--- src/rtl/ecc_run_ctrl.sv ---
// Run sequencer: holds the CPU while the loader fills IMEM, watches ECC status, reloads on
// uncorrectable errors. Define ECC_AUTO_RETRY_EN to enable the FLUSH/reload retry path.
module ecc_run_ctrl #(
    parameter int unsigned RETRY_MAX    = 3,
    parameter int unsigned CNT_W        = 16,
    parameter int unsigned LOAD_TIMEOUT = 64,
    parameter int unsigned FLUSH_CYCLES = 4
) (
    input  logic             clk,
    input  logic             rst,
    input  logic             start,
    input  logic             stop,
    input  logic             clear,
    input  logic             loader_done,
    input  logic             imem_error,
    input  logic             dmem_error,
    input  logic [1:0]       error_type_imem,
    input  logic [1:0]       error_type_dmem,
    output logic             loader_run,
    output logic             cpu_run,
    output logic             busy,
    output logic             fault,
    output logic [1:0]       fault_code,
    output logic [1:0]       retry_cnt,
    output logic [CNT_W-1:0] corr_cnt_imem,
    output logic [CNT_W-1:0] corr_cnt_dmem,
    output logic [2:0]       state
);

    typedef enum logic [2:0] {
        S_IDLE  = 3'd0,
        S_LOAD  = 3'd1,
        S_RUN   = 3'd2,
        S_FLUSH = 3'd3,
        S_FAULT = 3'd4
    } state_t;

`ifdef ECC_AUTO_RETRY_EN
    localparam bit RETRY_EN = 1'b1;
`else
    localparam bit RETRY_EN = 1'b0;
`endif

    localparam int unsigned TMR_MAX    = (LOAD_TIMEOUT > FLUSH_CYCLES) ? LOAD_TIMEOUT : FLUSH_CYCLES;
    localparam int unsigned TMR_W      = $clog2(TMR_MAX + 1);
    localparam logic [TMR_W-1:0] LOAD_LAST  = TMR_W'(LOAD_TIMEOUT - 1);
    localparam logic [TMR_W-1:0] FLUSH_LAST = TMR_W'(FLUSH_CYCLES - 1);
    localparam logic [1:0]       RETRY_LIM  = 2'(RETRY_MAX);
    localparam logic [CNT_W-1:0] CNT_SAT    = '1;

    localparam logic [1:0] FC_NONE    = 2'b00;
    localparam logic [1:0] FC_IMEM    = 2'b01;
    localparam logic [1:0] FC_DMEM    = 2'b10;
    localparam logic [1:0] FC_TIMEOUT = 2'b11;

    state_t           state_q, state_d;
    logic [TMR_W-1:0] tmr_q, tmr_d;
    logic [1:0]       retry_q, retry_d;
    logic [1:0]       fc_q, fc_d;
    logic [CNT_W-1:0] ci_q, ci_d;
    logic [CNT_W-1:0] cd_q, cd_d;
    logic             loader_run_q, cpu_run_q, busy_q, fault_q;

    // Bit 1 of the type marks an uncorrectable event; only 01 is a correction.
    logic unc_imem_c, unc_dmem_c, cor_imem_c, cor_dmem_c;
    assign unc_imem_c = imem_error & error_type_imem[1];
    assign unc_dmem_c = dmem_error & error_type_dmem[1];
    assign cor_imem_c = imem_error & (error_type_imem == 2'b01);
    assign cor_dmem_c = dmem_error & (error_type_dmem == 2'b01);

    always_comb begin
        state_d = state_q;
        retry_d = retry_q;
        fc_d    = fc_q;
        ci_d    = ci_q;
        cd_d    = cd_q;

        unique case (state_q)
            S_IDLE: begin
                if (start) begin
                    state_d = S_LOAD;
                    retry_d = '0;
                    fc_d    = FC_NONE;
                end
            end
            S_LOAD: begin
                if (loader_done) begin
                    state_d = S_RUN;
                end else if (tmr_q == LOAD_LAST) begin
                    state_d = S_FAULT;
                    fc_d    = FC_TIMEOUT;
                end
            end
            S_RUN: begin
                if (cor_imem_c && (ci_q != CNT_SAT)) ci_d = ci_q + CNT_W'(1);
                if (cor_dmem_c && (cd_q != CNT_SAT)) cd_d = cd_q + CNT_W'(1);
                // An uncorrectable event overrides a concurrent stop.
                if (unc_imem_c || unc_dmem_c) begin
                    if (RETRY_EN && (retry_q < RETRY_LIM)) begin
                        retry_d = retry_q + 2'd1;
                        state_d = S_FLUSH;
                    end else begin
                        state_d = S_FAULT;
                        fc_d    = unc_imem_c ? FC_IMEM : FC_DMEM;
                    end
                end else if (stop) begin
                    state_d = S_IDLE;
                end
            end
            S_FLUSH: begin
                if (tmr_q == FLUSH_LAST) state_d = S_LOAD;
            end
            S_FAULT: begin
                if (clear) begin
                    state_d = S_IDLE;
                    fc_d    = FC_NONE;
                    retry_d = '0;
                end
            end
            default: state_d = S_IDLE;
        endcase

        if (clear) begin
            ci_d = '0;
            cd_d = '0;
        end

        // Timer restarts on every state change, so LOAD and FLUSH each count from 0.
        tmr_d = (state_d == state_q) ? tmr_q + TMR_W'(1) : '0;
    end

    always_ff @(posedge clk) begin
        if (rst) begin
            state_q      <= S_IDLE;
            tmr_q        <= '0;
            retry_q      <= '0;
            fc_q         <= FC_NONE;
            ci_q         <= '0;
            cd_q         <= '0;
            loader_run_q <= 1'b0;
            cpu_run_q    <= 1'b0;
            busy_q       <= 1'b0;
            fault_q      <= 1'b0;
        end else begin
            state_q      <= state_d;
            tmr_q        <= tmr_d;
            retry_q      <= retry_d;
            fc_q         <= fc_d;
            ci_q         <= ci_d;
            cd_q         <= cd_d;
            loader_run_q <= (state_d == S_LOAD) || (state_d == S_RUN);
            cpu_run_q    <= (state_d == S_RUN);
            busy_q       <= (state_d == S_LOAD) || (state_d == S_RUN) || (state_d == S_FLUSH);
            fault_q      <= (state_d == S_FAULT);
        end
    end

    assign loader_run    = loader_run_q;
    assign cpu_run       = cpu_run_q;
    assign busy          = busy_q;
    assign fault         = fault_q;
    assign fault_code    = fc_q;
    assign retry_cnt     = retry_q;
    assign corr_cnt_imem = ci_q;
    assign corr_cnt_dmem = cd_q;
    assign state         = state_q;

endmodule

--- config.mk ---
export PLATFORM = sky130hd
export DESIGN_NAME = ecc_run_ctrl
export DESIGN_NICKNAME = d
export VERILOG_FILES = /design/src/rtl/ecc_run_ctrl.sv
export SDC_FILE = /design/constraint.sdc
export NUM_CORES = 1
export LEC_CHECK = 0
export CAP_MARGIN = 20
export CELL_PAD_IN_SITES_DETAIL_PLACEMENT = 0
export CELL_PAD_IN_SITES_GLOBAL_PLACEMENT = 1
export CORE_ASPECT_RATIO = 1.4
export CORE_MARGIN = 1.5
export CORE_UTILIZATION = 30
export DETAILED_ROUTE_END_ITERATION = 7
export PLACE_DENSITY_LB_ADDON = 0.05
export SYNTH_ARGS = -nofsm -noshare
export SYNTH_HDL_FRONTEND = slang
export SYNTH_SLANG_ARGS = --single-unit
--- constraint.sdc ---
create_clock -name clk -period 2.8 [get_ports clk]
set_input_delay 0.42 -clock clk [delete_from_list [all_inputs] [get_ports clk]]
set_output_delay 0.42 -clock clk [all_outputs]
set_load 0.005 [all_outputs]
==> impl_metrics.yaml <==
run_status:
  run_status: "complete, no violations"
timing:
  min_period_ns: 2.22
  max_freq_mhz: 451
  hold_viol_final: 0
  rsz0062_at_grt: "no"
  setup_ws_ns: 0.584
  finalCritPeriodShare: 0.792
  whs_ns: 0.443
  slew_violations: 0
  worst_clock_skew_ns: 0.0104
  relSlewSlack: 0.658
  setup_viol: 0
  finalSetupTns_ns: 0
  tightest_slew_ns: 0.509
cts:
  cts-root-buf: "clkbuf_8"
  postCtsSetupBuffers: 0
  clk_latency_ns: 0.30
  hold_buffers: 0
  clock_path_buffers: 2
  clock_sinks: 48
  numCtsBuffers: 5
  cts-resized-gates: 0
  path_clk_slew_ns: 0.09
  cts_tree: "yes"
  h-tree-depth: 2
place:
  placed_cell_area_um2: 3020
  io_buffers: 52
  dp_hpwl_mm: 4.40
  place.gp.congestion: 0.801
  place_ws_ns: 0.499
drt:
  wl_mm: 5.86
  drc: 0
  drt-pass1-iter-count: 4
  ant_nets: 0
  viasPerCell: 4.94
  drt_iter0_drc: 60
  detail_route.wl_per_cell_um: 13.4
  via_count: 2167
grt:
  grt_overflow: 0
  grt_pass1_wl_mm: 9.54
  grtUsageTotal: 0.142
  antenna_found_initial: 0
  grt_max_degree: 16
  grt_pass1_vias: 2018
finish:
  diodes: 0
  finalNetCount: 354
  final_cell_mix: "clkdlybuf4s50_1 (52), dfxtp_1 (48), nor2_1 (46)"
  syn2layout_area_growth_pct: 31.4
  finalInstanceArea_um2: 3100
  final_common_cell: "clkdlybuf4s50_1"
  utilization: 0.402
  post_route_cells_drive_above_1_share: 0.0796
logic_synthesis:
  yosysWarningCount: 0
  synth_cell_types: 43
  postSynthAreaPerCell_um2: 8.35
  synthCells: 282
  yosysSeqAreaShare: 0.408
  ys_ff_latch: 48
  syn_area_um2: 2360
flow_run:
  timing.max_cap.violations: 0
die:
  die_w_um: 77.9
  row_count: 38
  initial_utilization: 0.306
  die_h_um: 108
  design.core.area_um2: 7700
  dieArea_um2: 8400
  ioPinCount: 55
setup_path:
  required_ns: 3.00
  critPathCaptureType: "flop"
  rr_worst_depth: 5
  r2r-end: "corr_cnt_dmem[15]"
  criticalPathCategory: "reg2reg"
  arrival_ns: 2.41
  cp-start-kind: "flop"
  reg2reg_from: "state[1]"
  r2r_setup_slack_ns: 0.58
  critPathMaxFanout: 11
pwr:
  vdd_drop_max_uv: 224
  power_density_nw_per_um2: 390
  leakagePower_nw: 0.941
worst_hold_path:
  min_to: "tmr_q[0]"
  holdCritStartpoint: "tmr_q[0]"
  whs_path_depth: 1
  hold_class: "reg2reg"
-- registers in the layout, summed over array words and instances (netlist names) --
name	cells
corr_cnt_dmem	16
corr_cnt_imem	16
tmr_q	7
state	3
fault_code	2
busy	1
cpu_run	1
fault	1
loader_run	1
-- metrics by stage --
step | std cells | total power [W]
2_1_floorplan | 283 | 0.000774
3_3_place_gp | 432 | 0.000827
3_5_place_dp | 432 | 0.000826
4_1_cts | 439 | 0.00123
5_1_grt | 439 | 0.00126
6_report | 439 | 0.00121
-- power breakdown --
part	switching, W	internal, W	total [W]
Sequential	0.00000617	0.000693	0.000699
Combinational	0.0000555	0.0000550	0.000110
Clock	0.000228	0.000171	0.000398
-- worst max-delay path by stage --
stage                                   from           endpoint  slack (ns)  depth (start not counted)
final                               state[1]  corr_cnt_dmem[15]        0.58                          5
after CTS                           state[1]  corr_cnt_dmem[15]        0.59                          5
after global routing                state[1]  corr_cnt_dmem[11]        0.44                          5
after floorplan                     state[1]  corr_cnt_dmem[11]        0.78                          6
after global placement    error_type_dmem[1]  corr_cnt_dmem[11]        0.49                          6
after detailed placement  error_type_dmem[1]  corr_cnt_dmem[15]        0.50                          6
-- synth_stat cells --
cell type	count	area, um2
xor2_1	4	35.0
or4_4	1	11.3
conb_1	1	3.75
a31oi_1	2	12.5
o21a_1	1	7.51
nand3b_1	6	45.0
buf_2	2	10.0
and2b_1	1	7.51
nor3b_1	3	22.5
nand2_1	18	67.6
mux2i_1	1	10.0
o31ai_1	1	7.51
nor4b_1	7	61.3
a22o_1	2	17.5
nor4_1	15	93.8
and2_1	1	6.26
o21ai_0	5	25.0
xnor2_1	26	228
and4_1	3	26.3
o41ai_1	3	26.3
a31o_2	2	17.5
clkbuf_1	7	26.3
inv_1	6	22.5
or3b_4	1	11.3
nand4b_1	1	8.76
nor3_2	1	10.0
or3_1	1	6.26
nor2b_1	3	18.8
nand4_1	9	56.3
o21bai_1	1	7.51
a211oi_1	1	7.51
and3_1	1	6.26
or2_2	6	37.5
nand3_1	12	60.1
ha_1	3	37.5
dfxtp_1	48	961
buf_4	3	22.5
o221ai_1	1	8.76
a21oi_1	11	55.1
nor2_1	46	173
nor3_1	11	55.1
buf_1	1	3.75
nand2b_1	3	18.8
-- area by class of cell --
class | count | area [um2]
clock buffer | 6 | 72.6
clock inverter | 1 | 5.00
fill | 807 | 4610
inverter | 6 | 22.5
multi-input combinational | 216 | 1310
sequential | 48 | 961
tap | 100 | 125
timing repair buffer | 62 | 596
-- cells by family after synthesis --
group | count (synthesis) | synth area share
and+or+nand+nor | 150 | 0.341
DFF | 48 | 0.408
AOI/OAI and AO/OA | 30 | 0.0818
xor gates and xnor gates | 30 | 0.112
buffers and inverters | 19 | 0.0361
adders and majority gates | 3 | 0.0159
other | 1 | 0.00159
muxes | 1 | 0.00425
-- per-layer routing --
layer | global-route usage | vias to the layer above | wire length [um]
li1 | - | 1107 | -
met2 | 0.252 | 47 | 2940
met1 | 0.164 | 1002 | 2560
met3 | 0.0271 | 11 | 208
met4 | 0.0599 | 0 | 158
met5 | 0 | - | 0
-- critical path, cell delays in order (launching register included) --
cell,delay (ns)
dfxtp_1,0.51
or3b_4,0.47
or4_4,0.58
nor4_1,0.35
xnor2_1,0.17
nor2_1,0.05
No activity file was read; power rests on OpenSTA's default activity.
